[config.mk]
export PLATFORM = sky130hd
export DESIGN_NAME = regfile_port_sequencer
export DESIGN_NICKNAME = d
export VERILOG_FILES = /design/src/rtl/regfile_port_sequencer.sv
export SDC_FILE = /design/constraint.sdc
export NUM_CORES = 1
export LEC_CHECK = 0
export CORE_MARGIN = 1.5
export CORE_UTILIZATION = 34
export CTS_CLUSTER_DIAMETER = 30
export DETAILED_ROUTE_END_ITERATION = 6
export PLACE_DENSITY = 0.67
export SYNTH_ARGS = -nofsm -noshare
export SYNTH_HDL_FRONTEND = slang
export SYNTH_SLANG_ARGS = --single-unit
[constraint.sdc]
create_clock -name clk -period 5.11 [get_ports clk]
set_input_delay 1.2775 -clock clk [delete_from_list [all_inputs] [get_ports clk]]
set_output_delay 1.2775 -clock clk [all_outputs]
set_load 0.02 [all_outputs]
[src/rtl/regfile_port_sequencer.sv]
// Request/response sequencer that drives a single-mode register-file port:
// reads hold addresses for a settle window, writes get setup/pulse/hold phases.
module regfile_port_sequencer #(
  parameter int unsigned DATA_W    = 32,
  parameter int unsigned ADDR_W    = 5,
  parameter int unsigned RD_SETTLE = 2,
  parameter int unsigned WR_PULSE  = 1
) (
  input  logic              clk,
  input  logic              rst_n,
  input  logic              req_valid,
  output logic              req_ready,
  input  logic              req_op,
  input  logic [ADDR_W-1:0] req_raddr1,
  input  logic [ADDR_W-1:0] req_raddr2,
  input  logic [ADDR_W-1:0] req_waddr,
  input  logic [DATA_W-1:0] req_wdata,
  output logic              rsp_valid,
  input  logic              rsp_ready,
  output logic              rsp_op,
  output logic [DATA_W-1:0] rsp_rdata1,
  output logic [DATA_W-1:0] rsp_rdata2,
  output logic              rf_mode,
  output logic [ADDR_W-1:0] rf_waddr,
  output logic [DATA_W-1:0] rf_wdata,
  output logic [ADDR_W-1:0] rf_raddr1,
  output logic [ADDR_W-1:0] rf_raddr2,
  input  logic [DATA_W-1:0] rf_rdata1,
  input  logic [DATA_W-1:0] rf_rdata2
);

  localparam logic [2:0] S_IDLE     = 3'd0;
  localparam logic [2:0] S_RD_WAIT  = 3'd1;
  localparam logic [2:0] S_WR_SETUP = 3'd2;
  localparam logic [2:0] S_WR_PULSE = 3'd3;
  localparam logic [2:0] S_WR_HOLD  = 3'd4;
  localparam logic [2:0] S_RSP      = 3'd5;

  localparam int unsigned PH_W = 4;
  localparam logic [PH_W-1:0] RD_LAST = PH_W'(RD_SETTLE - 1);
  localparam logic [PH_W-1:0] WR_LAST = PH_W'(WR_PULSE - 1);

  logic [2:0]        state_q, state_d;
  logic [PH_W-1:0]   phase_q, phase_d;
  logic              req_ready_q, req_ready_d;
  logic              rsp_valid_q, rsp_valid_d;
  logic              rsp_op_q, rsp_op_d;
  logic [DATA_W-1:0] rsp_rdata1_q, rsp_rdata1_d;
  logic [DATA_W-1:0] rsp_rdata2_q, rsp_rdata2_d;
  logic              rf_mode_q, rf_mode_d;
  logic [ADDR_W-1:0] rf_waddr_q, rf_waddr_d;
  logic [DATA_W-1:0] rf_wdata_q, rf_wdata_d;
  logic [ADDR_W-1:0] rf_raddr1_q, rf_raddr1_d;
  logic [ADDR_W-1:0] rf_raddr2_q, rf_raddr2_d;

  // Next-state and next-output logic; phase counts down to zero and reloads on entry.
  always_comb begin
    state_d      = state_q;
    phase_d      = phase_q;
    rsp_op_d     = rsp_op_q;
    rsp_rdata1_d = rsp_rdata1_q;
    rsp_rdata2_d = rsp_rdata2_q;
    rf_waddr_d   = rf_waddr_q;
    rf_wdata_d   = rf_wdata_q;
    rf_raddr1_d  = rf_raddr1_q;
    rf_raddr2_d  = rf_raddr2_q;

    case (state_q)
      S_IDLE: begin
        if (req_valid && req_ready_q) begin
          rsp_op_d = req_op;
          if (req_op) begin
            state_d      = S_WR_SETUP;
            phase_d      = '0;
            rf_waddr_d   = req_waddr;
            rf_wdata_d   = req_wdata;
            rsp_rdata1_d = '0;
            rsp_rdata2_d = '0;
          end else begin
            state_d     = S_RD_WAIT;
            phase_d     = RD_LAST;
            rf_raddr1_d = req_raddr1;
            rf_raddr2_d = req_raddr2;
          end
        end
      end
      S_RD_WAIT: begin
        if (phase_q == '0) begin
          state_d      = S_RSP;
          phase_d      = '0;
          rsp_rdata1_d = rf_rdata1;
          rsp_rdata2_d = rf_rdata2;
        end else begin
          phase_d = phase_q - PH_W'(1);
        end
      end
      S_WR_SETUP: begin
        state_d = S_WR_PULSE;
        phase_d = WR_LAST;
      end
      S_WR_PULSE: begin
        if (phase_q == '0) begin
          state_d = S_WR_HOLD;
          phase_d = '0;
        end else begin
          phase_d = phase_q - PH_W'(1);
        end
      end
      S_WR_HOLD: begin
        state_d = S_RSP;
        phase_d = '0;
      end
      S_RSP: begin
        if (rsp_ready) begin
          state_d = S_IDLE;
          phase_d = '0;
        end
      end
      default: begin
        state_d = S_IDLE;
        phase_d = '0;
      end
    endcase

    // Status outputs are registered copies of the state being entered.
    req_ready_d = (state_d == S_IDLE);
    rsp_valid_d = (state_d == S_RSP);
    rf_mode_d   = (state_d == S_WR_PULSE);
  end

  always_ff @(posedge clk) begin
    if (!rst_n) begin
      state_q      <= S_IDLE;
      phase_q      <= '0;
      req_ready_q  <= 1'b0;
      rsp_valid_q  <= 1'b0;
      rsp_op_q     <= 1'b0;
      rsp_rdata1_q <= '0;
      rsp_rdata2_q <= '0;
      rf_mode_q    <= 1'b0;
      rf_waddr_q   <= '0;
      rf_wdata_q   <= '0;
      rf_raddr1_q  <= '0;
      rf_raddr2_q  <= '0;
    end else begin
      state_q      <= state_d;
      phase_q      <= phase_d;
      req_ready_q  <= req_ready_d;
      rsp_valid_q  <= rsp_valid_d;
      rsp_op_q     <= rsp_op_d;
      rsp_rdata1_q <= rsp_rdata1_d;
      rsp_rdata2_q <= rsp_rdata2_d;
      rf_mode_q    <= rf_mode_d;
      rf_waddr_q   <= rf_waddr_d;
      rf_wdata_q   <= rf_wdata_d;
      rf_raddr1_q  <= rf_raddr1_d;
      rf_raddr2_q  <= rf_raddr2_d;
    end
  end

  assign req_ready  = req_ready_q;
  assign rsp_valid  = rsp_valid_q;
  assign rsp_op     = rsp_op_q;
  assign rsp_rdata1 = rsp_rdata1_q;
  assign rsp_rdata2 = rsp_rdata2_q;
  assign rf_mode    = rf_mode_q;
  assign rf_waddr   = rf_waddr_q;
  assign rf_wdata   = rf_wdata_q;
  assign rf_raddr1  = rf_raddr1_q;
  assign rf_raddr2  = rf_raddr2_q;

endmodule

# [Word-level counts from Yosys, hierarchy flattened]
# Cells that the tools add are included.
[op_classes] order_cmp=0 n_div=0 eq_ne=11 n_addsub=1 reduce_logical=11 bitwise_logic=1 n_shift=0 multipliers=0 mux=17
[op_table] cell="two-way mux 32 bit" count=4
[op_table] cell="one-hot mux 32 bit (2 select lines)" count=2
[op_table] cell="one-hot mux 3 bit (6 select lines)" count=1
[op_table] cell="two-way mux 3 bit" count=4
[op_table] cell="two-way mux 4 bit" count=3
[op_table] cell="one-hot mux 4 bit (3 select lines)" count=1
[op_table] cell="== test 3 x 2 -> 1 bit (second input constant)" count=3
[op_table] cell="== test 3 bit (second input constant)" count=3
[op_table] cell="!= test 2 bit (second input constant)" count=4
[op_table] cell="zero test 3 bit" count=2
[op_table] cell="AND reduction 3 bit" count=2
[op_table] cell="zero test 4 bit" count=1
[op_table] cell="AND reduction 2 bit" count=2
[op_table] cell="AND reduction 4 bit" count=1
[op_table] cell="subtractor 4 x 1 -> 4 bit (second input constant)" count=1
[op_table] cell="== test 3 x 1 -> 1 bit (second input constant)" count=1
[op_table] cell="two-way mux 2 bit" count=1
[op_table] cell="nonzero test 2 bit" count=1
[op_table] cell="OR reduction 2 bit" count=1
[op_table] cell="logical AND 1 bit" count=1
[op_table] cell="two-way mux 1 bit" count=1
[op_table] cell="NOT 1 bit" count=1
[totals] out_inout_bits=115 memories=0 mem_bits_rw=0 rom_bits=0 elab_cells=53 reg_bits=122 latchBits=0

# [Longest topological paths before layout]
# Gate-level depths: netlist of run 1.
[depth] depth_word=4 depth_mapped=9 ltp_nobuf=6

# [Worst setup path after synthesis of run 1]
# Ideal clock, no wire load.
[synth_timing] path_kind="input to register" start="in req_valid" end="reg rsp_rdata1_q[27] (netlist: rsp_rdata1[27])" path_slack_ns=2.793 setup_time_ns=0.074 t_arrival_ns=2.243 stages=6 cell_sequence="and3_1 a22oi_2 buf_6 clkbuf_1 nand3_1 o21ai_0"
[synth_between] elab_chain_len=3
[synth_lines] element="start: declaration" line="11" source="input logic req_valid,"
[synth_lines] element="logical AND 1 bit" line="70" source="if (req_valid && req_ready_q) begin"
[synth_lines] element="!= test 2 bit (no source line)"
[synth_lines] element="AND reduction 4 bit (no source line)"
[synth_lines] element="end signal: assignment" line="151" source="rsp_rdata1_q <= rsp_rdata1_d;"
[synth_lines] element="end: declaration" line="48" source="logic [DATA_W-1:0] rsp_rdata1_q, rsp_rdata1_d;"
# Every way passes these cells.
# A chain may end at the register's enable or synchronous reset.

# [Worst setup path in the final report of run 1]
[layout_timing] start="in req_valid" end="reg rsp_rdata1_q[10] (netlist: rsp_rdata1[10])"
# Same word-level chain as after synthesis.

==> flow_metrics.tcl, run 1 <==
set metrics [dict create \
    outcome "complete, no violations" \
    io_pins 231 \
    async_flop_share 0 \
    max_cap_violations 0 \
    critical_path_buf_inv_count 2 \
    synth_edf_count 0 \
    worst_setup_path_end_kind "flop" \
    ys_warn_count 0 \
    power.leakage_nw 2.574 \
    synthDistinctLibCells 40 \
    core_um2 13350 \
    rrSetupSlack_ps 2770 \
    clock-sinks 122 \
    wl_per_cell_um 14.17 \
    fin_tns_setup_ps 0 \
    syn-cell-area_um2 4696 \
    tritoncts "done" \
    fillers 1223 \
    n_antenna_cell 0 \
    max_freq_mhz 325.9 \
    rsz0062_at_grt "no" \
    cpPeakStageDelay_ps 830 \
    grt_pass1_vias 4172 \
    die_w_um 120.5 \
    timing.final.crit_share 0.6006 \
    rows 42 \
    r2r-start "phase_q[0]" \
    yosysTopAreaCell "dfxtp_1" \
    synth_nets 656 \
    cp-startpoint "req_valid" \
    numPortBuffers 230 \
    hold_start "rsp_rdata2[27]" \
    path_class "in -> reg" \
    wirelength_um 13250 \
    overflow 0 \
    grt_pass1_wl_um 20530 \
    dieArea_um2 14530 \
    initial_core_util 0.3518 \
    gp_congestion 0.7528 \
    slowest_stage "buf_4" \
    clkSlewWorstSetupHoldPaths_ps 50 \
    cp-start-kind "input pin" \
    tightest_slew_ps 1165 \
    netlist.area_leader.share 0.5201 \
    synthTopCellsByCount "nand2_1, dfxtp_1, nand3_1, o21ai_0, a21boi_0" \
    grt_max_degree 129 \
    peakVddDrop_v 0.0002406 \
    drive_above_1_share 0.05534 \
    place_inst 902 \
    cts_made_buffers 17 \
    critical_path_required_ps 5340 \
    finalPower_mw 3.093 \
    grt_antenna_before_repair 0 \
    vias_per_cell 4.698 \
    synth_flop_cell "dfxtp_1" \
    critical_path.cell_chain "clkdlybuf4s50_1, and3_1, a22oi_2, buf_4, o21ai_0" \
    avgSynthCellArea_um2 8.728 \
    synth-seq-cells 122 \
    post-synth-top-count-cell "nand2_1" \
    seq_area_um2 2442 \
    vias 4393 \
    setup_viol 0 \
    cts_resized 0 \
    syn_inst 538 \
    final_max_slew_viol_count 0 \
    layout_setup_ws_ps 2041 \
    multiInputGateArea_um2 1947 \
    dieHeight_um 120.5 \
    fin_cells 935 \
    grt_usage 0.1804 \
    layout_min_cycle_time_ps 3069 \
    worstPathMaxFanout 128 \
    synthToLayoutAreaGrowth_pct 60.88 \
    critical_path_arrival_ps 3300 \
    layout.nets 864 \
    root_buffer "clkbuf_16" \
    hold_class "reg -> reg" \
    power-per-cell-area_nw_per_um2 409.3 \
    fin_hold_ws_ps 452.5 \
    ctsHtreeMaxLevel 4 \
    ys_seq_area_frac 0.5201 \
    hpwl_um 8982 \
    insertion_delay_ps 410 \
    maxSlewHeadroom 0.2230 \
    postRouteAntennaNets 0 \
    first_iter_violations 119 \
    firstDrtPassIters 4 \
    post-route-drc-count 0 \
    skew_ps 6.992 \
    holdBufCountCts 0 \
    clockBufferDepth 2 \
    dp_slack_ps 1650 \
    finalHoldViolCount 0 \
    synthTopCellsByArea "dfxtp_1, nand2_1, nand3_1" \
    postCtsSetupBuffers 0 \
    crit_family "buffers and inverters" \
]
routing by layer:
layer,wire length [um],track usage,vias up
met1,5659,0.2050,1960
li1,-,-,2230
met3,1527,0.1005,13
met5,0,0,-
met4,190,0.06176,0
met2,5873,0.2859,190
path summary, 6_finish.rpt:
check / end / cells after the start
max: rsp_rdata1[10] / 5
min: rsp_rdata2[27] / 2
max reg2reg: rsp_rdata1[10] / 6
min reg2reg: rsp_rdata2[27] / 2
through the flow:
stage | cell area (um2) | utilization
finish | 7555 | 0.5660
global route | 7555 | 0.5660
CTS | 7527 | 0.5639
detailed placement | 6939 | 0.5199
global placement | 6939 | 0.5199
floorplan | 4696 | -
flip-flops by register name, indices dropped and copies added (netlist names), 3 cells and up:
register / flops
phase_q: 4
rf_raddr1: 5
rf_raddr2: 5
rf_waddr: 5
rf_wdata: 32
rsp_rdata1: 32
rsp_rdata2: 32
state_q: 3
cell usage in the layout (no fill, tap or decap), types with 2 or more instances in the layout:
master / count
clkdlybuf4s50_1: 229
a21boi_0: 33
and3_1: 2
inv_1: 2
a31oi_1: 2
clkbuf_8: 2
o21ai_0: 50
nand3_1: 67
o21ai_1: 16
clkinv_2: 6
clkbuf_1: 4
a21oi_1: 4
nand2b_1: 3
a21boi_1: 5
nand2_1: 140
bufinv_16: 3
ha_1: 2
mux2i_1: 10
nor2b_1: 15
clkbuf_16: 17
dfxtp_1: 122
buf_4: 4
cells by family after synthesis:
family,count (synthesis),synth area share
buf+inv,47,0.06555
mux,10,0.02132
compound gates,118,0.1553
fa+ha+maj,2,0.005328
flops,122,0.5201
simple gates,239,0.2323
power by group:
part	total [mW]	switching, mW	internal [mW]
clock network	1.18	0.398	0.787
logic	0.804	0.483	0.321
registers	1.10	0.0666	1.04
total	3.09	0.947	2.15
final cells by class:
class / count / share of cell area
well taps: 176 / 0.02915
clock inverters: 9 / 0.01590
repair buffers: 234 / 0.3110
multi-input cells: 369 / 0.2577
clock buffers: 23 / 0.06194
flip-flops and latches: 122 / 0.3233
inverters: 2 / 0.0009937
worst min-delay path: cells and delay by family, from the launching register on:
family,cells,cell delay [ps]
compound gates,1,50
flops,1,300
simple gates,1,50
(Power assumes the default switching activity.)
==> inputs of run 2 (changes only) <==
clock period = 2.9 ns   (was 5.11 ns; I/O delays follow)
==> run 2 against run 1 <==
Net effect: final cell count up 0.21%; highest routed layer unchanged; routed wire length shrank 0.36%; non-clock buffer count up 3; die area stayed put; final area up 0.98%; clock power is 84% higher; global-route usage up 0.30 points; register-to-register slack worse by 1800 ps; critical path depth shrank 4; sequential share of layout area is 0.31 points lower.
==> flow_metrics.tcl, run 2 (same netlist as run 1, synthesis figures left out) <==
set metrics [dict create \
    rsz0062_at_grt "no" \
    critical_path_buf_inv_count 1 \
    finalHoldViolCount 0 \
    layout_min_cycle_time_ps 2190 \
    grt_antenna_before_repair 0 \
    n_antenna_cell 0 \
    tritoncts "done" \
    postRouteAntennaNets 0 \
    layout.nets 867 \
    clock-sinks 122 \
    io_pins 231 \
    dieHeight_um 120.5 \
    dieArea_um2 14530 \
    clockPowerShare 0.390 \
    met3_usage 0.1033 \
    worst_r2r_endpoint "rsp_rdata1[11]" \
    intPower_mw 3.900 \
    timing.final.crit_share 0.7551 \
    skew_ps 5.936 \
    grtUsageMet2 0.2848 \
    wl_per_cell_um 14.09 \
    vias_per_cell 4.708 \
    cp-startpoint "req_ready" \
    rrSetupSlack_ps 990 \
    clkSlewWorstSetupHoldPaths_ps 50 \
    cts_made_buffers 17 \
    comb_power_share 0.262 \
    maxSlewHeadroom 0.6454 \
    critical_path_arrival_ps 1460 \
    seq_area_um2 2442 \
    hpwl_um 9311 \
    core_um2 13350 \
    power-per-cell-area_nw_per_um2 731.5 \
    synthToLayoutAreaGrowth_pct 62.46 \
    critical_path.cell_chain "clkdlybuf4s50_1" \
    clockBufferDepth 2 \
    power.leakage_nw 2.604 \
    cts_resized 0 \
    peakVddDrop_v 0.0006406 \
    grt_pass1_wl_um 20840 \
    final_max_slew_viol_count 0 \
    switching_share 0.3010 \
    critical_path_required_ps 2170 \
    path_class "reg -> out" \
    endpoint "req_ready" \
    use_met1 0.2095 \
    outcome "complete, no violations" \
    gp_congestion 0.7636 \
    grt_pass1_vias 4217 \
    worstSetupPathDepth 1 \
    ff2ff_path_depth 5 \
    cp-start-kind "flop" \
    worstPathMaxFanout 5 \
    busiest_layer "met2" \
    grt_max_degree 129 \
    vias 4411 \
    setup_viol 0 \
    crit_family "buffers and inverters" \
    numPortBuffers 230 \
    holdBufCountCts 0 \
    hold_class "reg -> reg" \
    grt_usage 0.1835 \
    cpPeakStageDelay_ps 660 \
    switchingPower_mw 1.680 \
    fillers 1195 \
    max_freq_mhz 456.7 \
    tightest_slew_ps 531.9 \
    final_cell_mix "clkdlybuf4s50_1, nand2_1, dfxtp_1" \
    die_w_um 120.5 \
    rows 42 \
    slowest_stage "clkdlybuf4s50_1" \
    worst_setup_path_end_kind "output pin" \
    finish.utilization 0.5715 \
    wirelength_um 13200 \
    overflow 0 \
    post-route-drc-count 0 \
    insertion_delay_ps 410 \
    initial_core_util 0.3518 \
    multiInputGateArea_um2 1947 \
    postCtsSetupBuffers 0 \
    fin_tns_setup_ps 0 \
    root_buffer "clkbuf_16" \
    first_iter_violations 124 \
    r2r-start "state_q[0]" \
    firstDrtPassIters 4 \
    drive_above_1_share 0.05913 \
    max_cap_violations 0 \
    seq_power_share 0.349 \
    layout_commonest_cell "clkdlybuf4s50_1" \
    ctsHtreeMaxLevel 4 \
]
==> run 2: cell count changes in the layout (fill, tap and decap cells not counted), sizes merged <==
cell,previous run,this run
buf,5,8
bufinv,3,4
clkbuf,23,22
clkinv,6,5
==> run 2: how the worst min path moves through the flow <==
stage          slack [ps]  cells after the start      startpoint              to
3_5_place_dp          450                      2  rsp_rdata1[25]  rsp_rdata1[25]
5_1_grt               480                      2  rsp_rdata2[11]  rsp_rdata2[11]
6_report              450                      2  rsp_rdata1[25]  rsp_rdata1[25]
2_1_floorplan         450                      2      phase_q[0]      phase_q[0]
3_3_place_gp          440                      2  rsp_rdata1[25]  rsp_rdata1[25]
4_1_cts               460                      2  rsp_rdata1[25]  rsp_rdata1[25]
==> run 2: worst reg2reg max path, delay by kind of cell, from the launching register on <==
family,cells,cell delay [ps]
simple gates,3,910
flops,1,490
buf+inv,1,270
compound gates,1,150
==> run 2: power groups by stage <==
| stage | sequential [mW] | combinational, mW | clock, mW |
|---|---|---|---|
| floorplan | 2.10 | 0.864 | 0 |
| global placement | 1.97 | 1.44 | 0 |
| detailed placement | 1.98 | 1.47 | 0 |
| CTS | 1.95 | 1.48 | 2.22 |
| global route | 1.96 | 1.60 | 2.32 |
| finish | 1.95 | 1.46 | 2.17 |
==> run 2: layout make-up <==
cell class	instances	area share
Clock buffer	22	0.06085
Clock inverter	9	0.01903
Tap cell	176	0.02887
Multi-Input combinational cell	369	0.2552
Inverter	2	0.0009841
Sequential cell	122	0.3202
Timing Repair Buffer	237	0.3149
==> run 2: through the flow <==
stage                     power (mW)  setup WS [ps]  std cells  hold WS [ps]  cell area, um2
after floorplan                2.965           1136        538         451.7            4696
after global placement         3.414          523.3        906         442.0            7019
after detailed placement       3.446          477.9        906         450.6            7019
after CTS                      5.643          673.0        937         455.8            7629
after global routing           5.877          643.4        937         476.8            7629
final                          5.580          710.3        937         451.5            7629
==> run 2: layer usage <==
| metal | vias to the layer above | part of all wire | routed length, um |
|---|---|---|---|
| met5 | - | 0 | 0 |
| met1 | 1970 | 0.42 | 5533 |
| met2 | 192 | 0.44 | 5829 |
| li1 | 2230 | - | - |
| met4 | 0 | 0.017 | 228 |
| met3 | 19 | 0.12 | 1612 |
==> inputs of run 3 (changes only) <==
PLACE_DENSITY = 0.7   (was 0.67)
clock period = 2 ns   (was 2.9 ns; I/O delays follow)
==> run 3 against run 2 <==
Net effect: final cell count grew 1.3%; flip-flop and latch count is the same; global-route usage shrank 0.20 points; die area is the same; via count grew 0.57%; sequential share of layout area shrank 0.67 points; combinational power grew 68%; clock-buffer cell count grew 1; critical path type unchanged; critical endpoint unchanged.
==> flow_metrics.tcl, run 3 (same netlist as run 1, synthesis figures left out) <==
set metrics [dict create \
    vias 4436 \
    clockPowerShare 0.366 \
    clockBufferDepth 2 \
    peakVddDrop_v 0.0005794 \
    tightest_slew_ps 431.7 \
    wirelength_um 13160 \
    max_freq_mhz 520.4 \
    hpwl_um 9441 \
    firstDrtPassIters 6 \
    first_iter_violations 174 \
    worstPathMaxFanout 5 \
    maxSlewHeadroom 0.7116 \
    grt_max_degree 87 \
    cpPeakStageDelay_ps 640 \
    crit_family "buffers and inverters" \
    grt_antenna_before_repair 0 \
    timing.final.crit_share 0.9608 \
    worst_setup_path_end_kind "output pin" \
    power-per-cell-area_nw_per_um2 1065 \
    insertion_delay_ps 410 \
    critical_path.cell_chain "clkdlybuf4s50_1" \
    outcome "complete, no violations" \
    ctsHtreeMaxLevel 4 \
    finalHoldViolCount 0 \
    final_max_slew_viol_count 0 \
    grt_usage 0.1814 \
    hold_class "reg -> reg" \
    fin_cells 949 \
    core_um2 13350 \
    tritoncts "done" \
    holdBufCountCts 0 \
    overflow 0 \
    rrSetupSlack_ps 170 \
    cts_made_buffers 17 \
    final_area_um2 7791 \
    max_cap_violations 0 \
    r2r-start "phase_q[0]" \
    skew_ps 5.585 \
    numPortBuffers 230 \
    wl_per_cell_um 13.86 \
    dieHeight_um 120.5 \
    place_inst 917 \
    gp_congestion 0.8105 \
    n_antenna_cell 0 \
    intPower_mw 5.773 \
    layout_min_cycle_time_ps 1922 \
    layout_commonest_cell "clkdlybuf4s50_1" \
    postRouteAntennaNets 0 \
    path_class "reg -> out" \
    dieArea_um2 14530 \
    clock-sinks 122 \
    switchingPower_mw 2.525 \
    critical_path_buf_inv_count 1 \
    drive_above_1_share 0.07503 \
    io_pins 231 \
    min_delay_path_depth 2 \
    final_cell_mix "clkdlybuf4s50_1, nand2_1, dfxtp_1" \
    comb_power_share 0.296 \
    cp-start-kind "flop" \
    layout.nets 878 \
    initial_core_util 0.3518 \
    seq_power_share 0.338 \
    vias_per_cell 4.674 \
    critical_path_arrival_ps 1420 \
    clkSlewWorstSetupHoldPaths_ps 50 \
    rsz0062_at_grt "no" \
    hold_start "rf_wdata[26]" \
    die_w_um 120.5 \
    synthToLayoutAreaGrowth_pct 65.92 \
    grt_pass1_vias 4369 \
    worstSetupPathDepth 1 \
    rows 42 \
    post-route-drc-count 0 \
    setup_viol 0 \
    grt_pass1_wl_um 20770 \
    cts_resized 0 \
    cp-startpoint "req_ready" \
    switching_share 0.3043 \
    ff2ff_path_depth 8 \
    place_area_um2 7189 \
    finish.utilization 0.5837 \
    root_buffer "clkbuf_16" \
    slowest_stage "clkdlybuf4s50_1" \
    power.leakage_nw 2.675 \
    critical_path_required_ps 1500 \
    postCtsSetupBuffers 0 \
]
[run 3: cell count changes in the layout (fill, tap and decap cells not counted), sizes merged]
cell / change
clkbuf: +1
bufinv: -2
buf: +11
clkinv: -1
clkinvlp: +3
[run 3: per-stage QoR]
stage	TNS (ps)	setup WS (ps)	power (mW)	hold WS [ps]
3_5_place_dp	-806.7	-56.72	5.328	447.9
3_3_place_gp	-62.24	-23.13	5.276	443.6
4_1_cts	0	47.29	8.399	457.2
2_1_floorplan	0	362.4	4.299	451.7
5_1_grt	0	19.62	8.727	472.2
6_report	0	78.35	8.299	452.8
[run 3: worst paths after layout]
path / end
setup / recovery: req_ready
hold / removal: rf_wdata[26]
setup reg to reg: rsp_rdata1[20]
hold reg to reg: rf_wdata[26]
[run 3: power groups by stage]
| stage | clock [mW] | sequential (mW) | combinational (mW) |
|---|---|---|---|
| finish | 3.04 | 2.80 | 2.46 |
| global route | 3.22 | 2.83 | 2.67 |
| CTS | 3.11 | 2.80 | 2.49 |
| detailed placement | 0 | 2.85 | 2.48 |
| global placement | 0 | 2.84 | 2.43 |
| floorplan | 0 | 3.05 | 1.25 |
[run 3: routing by layer]
layer,up-vias,wire (um),track usage
met1,1965,5613,0.2098
met5,-,0,0
li1,2258,-,-
met2,190,5887,0.2876
met3,23,1358,0.08019
met4,0,296,0.08529
[run 3: final cells by class]
cell class | count | area (um2)
inverters | 2 | 7.507
clock inverters | 9 | 113.9
repair buffers | 248 | 2572
well taps | 176 | 220.2
flip-flops and latches | 122 | 2442
fillers | 1150 | 5557
multi-input cells | 369 | 1947
clock buffers | 23 | 488.0
